[src/rtl/axi_stream_pkg.sv]
// Shared arbitration types and the round-robin search helper used by the
// frame arbiter and its priority selector.
package axi_stream_pkg;

  localparam int MAX_PORTS = 8;
  localparam int MAX_SEL_W = 3;

  typedef enum logic {
    IDLE = 1'b0,
    XFER = 1'b1
  } arb_state_t;

  typedef struct packed {
    logic                 found;
    logic [MAX_SEL_W-1:0] idx;
  } rr_result_t;

  // First requester strictly after 'last', wrapping modulo num_ports.
  function automatic rr_result_t next_rr_index(input logic [MAX_PORTS-1:0] req,
                                               input logic [MAX_SEL_W-1:0] last,
                                               input int num_ports);
    rr_result_t r;
    int         cand;
    r = '0;
    for (int i = 1; i <= MAX_PORTS; i++) begin
      cand = (int'(last) + i) % num_ports;
      if (i <= num_ports && !r.found && req[cand[MAX_SEL_W-1:0]]) begin
        r.found = 1'b1;
        r.idx   = MAX_SEL_W'(cand);
      end
    end
    return r;
  endfunction

endpackage

[src/rtl/rr_priority_select.sv]
// Combinational round-robin priority encoder: picks the next requester after
// last_grant.
module rr_priority_select
  import axi_stream_pkg::*;
#(
  parameter int NUM_PORTS = 2,
  parameter int SEL_W     = $clog2(NUM_PORTS)
) (
  input  logic [NUM_PORTS-1:0] req,
  input  logic [SEL_W-1:0]     last_grant,
  output logic [SEL_W-1:0]     grant_idx,
  output logic                 grant_valid
);

  logic [MAX_PORTS-1:0] req_pad;
  logic [MAX_SEL_W-1:0] last_pad;
  rr_result_t           res;

  always_comb begin
    req_pad                  = '0;
    req_pad[NUM_PORTS-1:0]   = req;
    last_pad                 = '0;
    last_pad[SEL_W-1:0]      = last_grant;
    res                      = next_rr_index(req_pad, last_pad, NUM_PORTS);
  end

  assign grant_idx   = SEL_W'(res.idx);
  assign grant_valid = res.found;

endmodule

[src/rtl/axi_frame_arbiter.sv]
// Frame-granular round-robin AXI-Stream merger with a registered output stage.
// Handshake: a beat moves on any edge where tvalid and trdy are both high.
module axi_frame_arbiter
  import axi_stream_pkg::*;
#(
  parameter  int AXI_DATA_WIDTH = 8,
  parameter  int NUM_PORTS      = 2,
  localparam int PORT_SEL_WIDTH = $clog2(NUM_PORTS)
) (
  input  logic                                aclk,
  input  logic                                aresetn,
  input  logic [NUM_PORTS*AXI_DATA_WIDTH-1:0] s_axis_tdata,
  input  logic [NUM_PORTS-1:0]                s_axis_tvalid,
  input  logic [NUM_PORTS-1:0]                s_axis_tlast,
  input  logic [NUM_PORTS-1:0]                s_axis_tuser,
  output logic [NUM_PORTS-1:0]                s_axis_trdy,
  output logic [AXI_DATA_WIDTH-1:0]           m_axis_tdata,
  output logic                                m_axis_tvalid,
  output logic                                m_axis_tlast,
  output logic                                m_axis_tuser,
  input  logic                                m_axis_trdy,
  output logic [PORT_SEL_WIDTH-1:0]           o_grant,
  output logic                                o_busy
);

  arb_state_t                state, state_nxt;
  logic [PORT_SEL_WIDTH-1:0] grant_idx;
  logic                      grant_valid;
  logic                      out_en, accept;
  logic                      sel_valid, sel_last, sel_user;
  logic [AXI_DATA_WIDTH-1:0] sel_data;

  rr_priority_select #(
    .NUM_PORTS (NUM_PORTS),
    .SEL_W     (PORT_SEL_WIDTH)
  ) u_sel (
    .req         (s_axis_tvalid),
    .last_grant  (o_grant),
    .grant_idx   (grant_idx),
    .grant_valid (grant_valid)
  );

  always_comb begin
    sel_valid = 1'b0;
    sel_last  = 1'b0;
    sel_user  = 1'b0;
    sel_data  = '0;
    for (int p = 0; p < NUM_PORTS; p++) begin
      if (o_grant == PORT_SEL_WIDTH'(p)) begin
        sel_valid = s_axis_tvalid[p];
        sel_last  = s_axis_tlast[p];
        sel_user  = s_axis_tuser[p];
        sel_data  = s_axis_tdata[p*AXI_DATA_WIDTH +: AXI_DATA_WIDTH];
      end
    end
  end

  assign out_en = ~m_axis_tvalid | m_axis_trdy;
  assign accept = (state == XFER) & out_en & sel_valid;

  always_ff @(posedge aclk or negedge aresetn) begin
    if (!aresetn) state <= IDLE;
    else          state <= state_nxt;
  end

  always_comb begin
    state_nxt = state;
    case (state)
      IDLE:    if (grant_valid) state_nxt = XFER;
      XFER:    if (accept && sel_last) state_nxt = IDLE;
      default: state_nxt = IDLE;
    endcase
  end

  always_comb begin
    s_axis_trdy = '0;
    if (state == XFER && out_en) s_axis_trdy[o_grant] = 1'b1;
    o_busy = (state == XFER);
  end

  // Reset value makes port 0 the first winner after reset.
  always_ff @(posedge aclk or negedge aresetn) begin
    if (!aresetn)                          o_grant <= PORT_SEL_WIDTH'(NUM_PORTS - 1);
    else if (state == IDLE && grant_valid) o_grant <= grant_idx;
  end

  always_ff @(posedge aclk or negedge aresetn) begin
    if (!aresetn) begin
      m_axis_tvalid <= 1'b0;
      m_axis_tlast  <= 1'b0;
      m_axis_tuser  <= 1'b0;
      m_axis_tdata  <= '0;
    end else begin
      if (out_en) m_axis_tvalid <= accept;
      if (accept) begin
        m_axis_tdata <= sel_data;
        m_axis_tlast <= sel_last;
        m_axis_tuser <= sel_user;
      end
    end
  end

endmodule

[config.mk]
export PLATFORM = sky130hd
export DESIGN_NAME = axi_frame_arbiter
export DESIGN_NICKNAME = d
export VERILOG_FILES = /design/src/rtl/axi_stream_pkg.sv /design/src/rtl/rr_priority_select.sv /design/src/rtl/axi_frame_arbiter.sv
export SDC_FILE = /design/constraint.sdc
export NUM_CORES = 1
export LEC_CHECK = 0
export CORE_UTILIZATION = 30
export CTS_BUF_LIST = sky130_fd_sc_hd__clkbuf_8
export DETAILED_ROUTE_END_ITERATION = 8
export PLACE_DENSITY = 0.66
export SYNTH_ARGS = -nofsm -noshare
export SYNTH_HDL_FRONTEND = slang
export SYNTH_SLANG_ARGS = --single-unit
[constraint.sdc]
create_clock -name aclk -period 4.39 [get_ports aclk]
set_input_delay 1.317 -clock aclk [delete_from_list [all_inputs] [get_ports aclk]]
set_output_delay 1.317 -clock aclk [all_outputs]
set_load 0.005 [all_outputs]
======== Word level (Yosys, flattened, before mapping) ========
Cells that the tools add are included.
cells by class
  $add $sub $neg .......................... 2
  reduce and logical (&&, ||, !) cells .... 6
  bitwise operators ....................... 7
  $lt $le $gt $ge ......................... 4
  muxes and demuxes ....................... 16
operators by type and width
  cell                 count
  $lt 3x4->1 const B   2
  $mux 1               8
  $mux 4               2
  $mux 8               1
  $logic_and 1x1->1    5
  $bmux 1 s2           2
  $add 1x1->1 const B  2
  $and 1x1->1          2
  $and 1x1->1 const A  2
  $lt 1x2->1 const B   1
  $mux 2               1
  $not 1->1            2
  $pmux 1 s2           1
  $demux 1 s1          1
  $ge 1x1->1 const B   1
  $logic_not 1->1      1
  $or 1x1->1           1
storage, ports and cells
  word-level logic and storage cells ...... 41
  output and inout port bits .............. 15
  flip-flop bits (word level) ............. 13
  input port bits ......................... 25

======== Depth between registers and ports, before layout ========
  depth in word-level cells ............... 10
  mapped depth ............................ 5
  depth with buffers taken out ............ 3

======== Modules after synthesis ========
A second synthesis with hierarchy kept.
second synthesis, totals
  cell total of the unflattened synthesis .. 48
  area total of the unflattened synthesis .. 691.9 um^2
by module, submodules not included
  module              cells an instance  seq. area each (um^2)  area each (um^2)  times used
  axi_frame_arbiter   46                 326.6                  678.2             1
  rr_priority_select  2                  0.0                    13.8              1

======== Worst setup path after synthesis ========
OpenSTA, ideal clock, no wires.
  kind .................................... in2out
  start point ............................. in m_axis_trdy
  end point ............................... out s_axis_trdy[1]
  data required time ...................... 3.073 ns
  setup slack ............................. 1.356 ns
  arrival ................................. 1.717 ns
  buffers on the path ..................... 0
  stages .................................. 2
  cells stage by stage .................... nand2b_1 > and3_1
between the ends
  cells in the longest elaborated chain, start to end .. 3
ends and longest elaborated chain
  what               RTL line                 source
  from (decl)        axi_frame_arbiter.sv:21  input logic m_axis_trdy,
  $or 1x1->1         axi_frame_arbiter.sv:58  assign out_en = ~m_axis_tvalid | m_axis_trdy;
  $logic_and 1x1->1  axi_frame_arbiter.sv:77  if (state == XFER && out_en) s_axis_trdy[o_grant] = 1'b1;
  $mux 2             axi_frame_arbiter.sv:77
  to (decl)          axi_frame_arbiter.sv:16  output logic [NUM_PORTS-1:0] s_axis_trdy,
Every way passes these cells.

======== Final worst setup path ========
  start point ............................. in m_axis_trdy
  end point ............................... out s_axis_trdy[0]
Same word-level chain as after synthesis.

==> out/results.txt <==
clk_skew - 0.00115 ns
Clock Path Buffers - 2
Die Width - 50.0 um
required time worst endpoint - 3.07 ns
fin nets - 114
Cell Area, Synth - 692 um2
CTS tree - built
initial antenna violation count - 0
MaxCap Viol Count - 0
WHS - 0.502 ns
post-synthesis sequential area ratio - 0.472
Post-Syn Area per Cell - 14.4 um2
TNS Setup - 0 ns
met2 WL - 708 um
DIE AREA - 2500 um2
status - completed
DR vias/cell - 4.58
CP arrival - 2.64 ns
# placed instances - 112
register bit total from synthesis - 13
Ys Warns - 0
cts hold-fix bufs - 0
final setup violation count - 0
ant diodes - 0
Slew @ Worst Pin - 0.574 ns
Layout area overhead - 63.5%
Final ANT Viol Nets - 0
endpoints failing hold - 0
GRT overflow - 0
total track usage - 0.134
Buffers on Ports - 39
proportion of layout cells with a drive suffix above 1 - 0.273
Fill cells - 189
crit-path cells - clkdlybuf4s50_1 > nand2b_1 > nand2_1 > nor2_1 > clkdlybuf4s50_1
Rows - 17
Startpoint Class - input pin
CP most frequent cell - clkdlybuf4s50_1
Num CTS Buffers - 3
DRC Markers - 0
non-filler cells in the finished layout - 116
drt pass-1 iters - 4
FF/Latch Area - 327 um2
area of the multi-input gates - 327 um2
slowest CP cell - clkdlybuf4s50_1
met3 wire length - 92 um
Hold Crit Class - flip-flop to flip-flop
relative max-transition margin - 0.616
Leak - 0.498 nW
Initial Utilization - 0.316
number of global-route vias before repair - 553
Max H-tree Level - 1
global-route wire length before repair - 2420 um
post-cts resize count - 0
root buf cell - clkbuf_8
Peak supply drop - 0.361 mV
CP Capture Type - output port
Highest Signal Layer - met4
routed wire length - 1470 um
largest net degree at the start of global routing - 17
RSZ-0062 raised after global routing - no
Setup Buffers After CTS - 0
PwrDens - 634 nW/um2
Crit Path Category - input pin to output port
clk_lat worst skew - 0.23 ns
IO Pins - 40
initial DRC count - 7
total number of vias - 531
max frequency - 253 MHz
syn nets - 73
final period utilization - 0.902
crit-path max cell delay - 0.50 ns
clk sink count - 13
CP Max Fanout - 4
CTS clock-pin slew for the worst setup and hold paths - 0.05 ns
Slew Viols, Final - 0
post-DP HPWL - 1060 um
Yosys cell types - 17
WL per Instance - 12.6 um
Synth Instances - 48
Core ar. - 2190 um2
height of the die - 50.0 um
gp weighted congestion - 0.654
Final min period - 3.96 ns
met1 wire length - 650 um
[final timing paths]
check                                             from                     endpoint  slack [ns]  cells after the start
setup / recovery                           m_axis_trdy               s_axis_trdy[0]        0.43                      5
min in group asynchronous                      aresetn     m_axis_tlast$_DFFE_PN0P_        1.45                      1
hold / removal             m_axis_tdata[2]$_DFFE_PN0P_  m_axis_tdata[2]$_DFFE_PN0P_        0.50                      1
max in group asynchronous                      aresetn  m_axis_tdata[4]$_DFFE_PN0P_        2.57                      1
hold reg to reg            m_axis_tdata[2]$_DFFE_PN0P_  m_axis_tdata[2]$_DFFE_PN0P_        0.50                      1
setup reg to reg                   o_grant$_DFFE_PN1P_  m_axis_tdata[1]$_DFFE_PN0P_        2.61                      3
[cell usage in the layout, fill, tap and decap left out]
| cell type | n |
|---|---|
| clkbuf_8 | 3 |
| clkdlybuf4s50_1 | 39 |
| and3_1 | 1 |
| a21oi_1 | 1 |
| dfstp_2 | 1 |
| mux2i_1 | 2 |
| nor2_1 | 1 |
| dfrtp_1 | 12 |
| inv_1 | 3 |
| nand3_4 | 1 |
| a31oi_1 | 1 |
| nand2_1 | 2 |
| nand2b_1 | 1 |
| mux2_4 | 8 |
| mux2_2 | 11 |
| o32a_1 | 1 |
[through the flow]
stage | utilization | setup slack [ns] | total power, mW | cell area [um2]
2_1_floorplan | - | 1.36 | 0.455 | 692
4_1_cts | 0.516 | 0.435 | 0.729 | 1130
6_report | 0.516 | 0.430 | 0.717 | 1130
3_5_place_dp | 0.496 | 0.446 | 0.622 | 1090
3_3_place_gp | 0.496 | 0.462 | 0.615 | 1090
5_1_grt | 0.516 | 0.383 | 0.768 | 1130
[power by group]
group	internal [mW]	switching, mW
clock network	0.0615	0.0393
registers	0.186	0.0599
logic	0.269	0.102
total	0.516	0.201
[flip-flops by register name, summed over array words and instances (netlist names)]
name / count
m_axis_tdata: 8
m_axis_tvalid: 1
m_axis_tlast: 1
o_grant: 1
o_busy: 1
m_axis_tuser: 1
[cell families (layout without fill, tap and decap cells)]
| group | count (synthesis) | in the layout | share of synthesized area |
|---|---|---|---|
| flip-flops | 13 | 13 | 0.472 |
| AND/OR/NAND/NOR | 6 | 6 | 0.0597 |
| AO/OA/AOI/OAI | 3 | 3 | 0.0307 |
| multiplexers | 21 | 21 | 0.382 |
| buffers and inverters | 5 | 45 | 0.0560 |
[critical path: cells and delay by family]
kind                   cells  cell delay, ns
and+or+nand+nor            3            0.38
buffers and inverters      2            0.95
[layout make-up]
class                   count  area share
repair buffers             39       0.345
flip-flops and latches     13       0.289
multi-input cells          30       0.289
clock buffers               3      0.0365
well taps                  28      0.0310
inverters                   2     0.00664
clock inverters             1     0.00332
[synthesized netlist by cell type]
cell	instances	share of area
nor2_1	1	0.0054
a21oi_1	1	0.0072
and3_1	1	0.0090
o32a_1	1	0.014
mux2i_1	2	0.029
buf_2	1	0.0072
mux2_2	11	0.18
inv_1	2	0.011
dfrtp_1	12	0.43
dfstp_2	1	0.038
buf_8	1	0.022
nand2_1	2	0.011
a31oi_1	1	0.0090
nand3_4	1	0.025
mux2_4	8	0.17
nand2b_1	1	0.0090
buf_6	1	0.016
[per-layer routing]
layer / global-route usage / vias to the layer above
li1: - / 248
met1: 0.157 / 255
met2: 0.227 / 26
met3: 0.0278 / 2
met4: 0.0714 / 0
met5: 0 / -
Note: power is estimated with default switching activity, not from simulation.
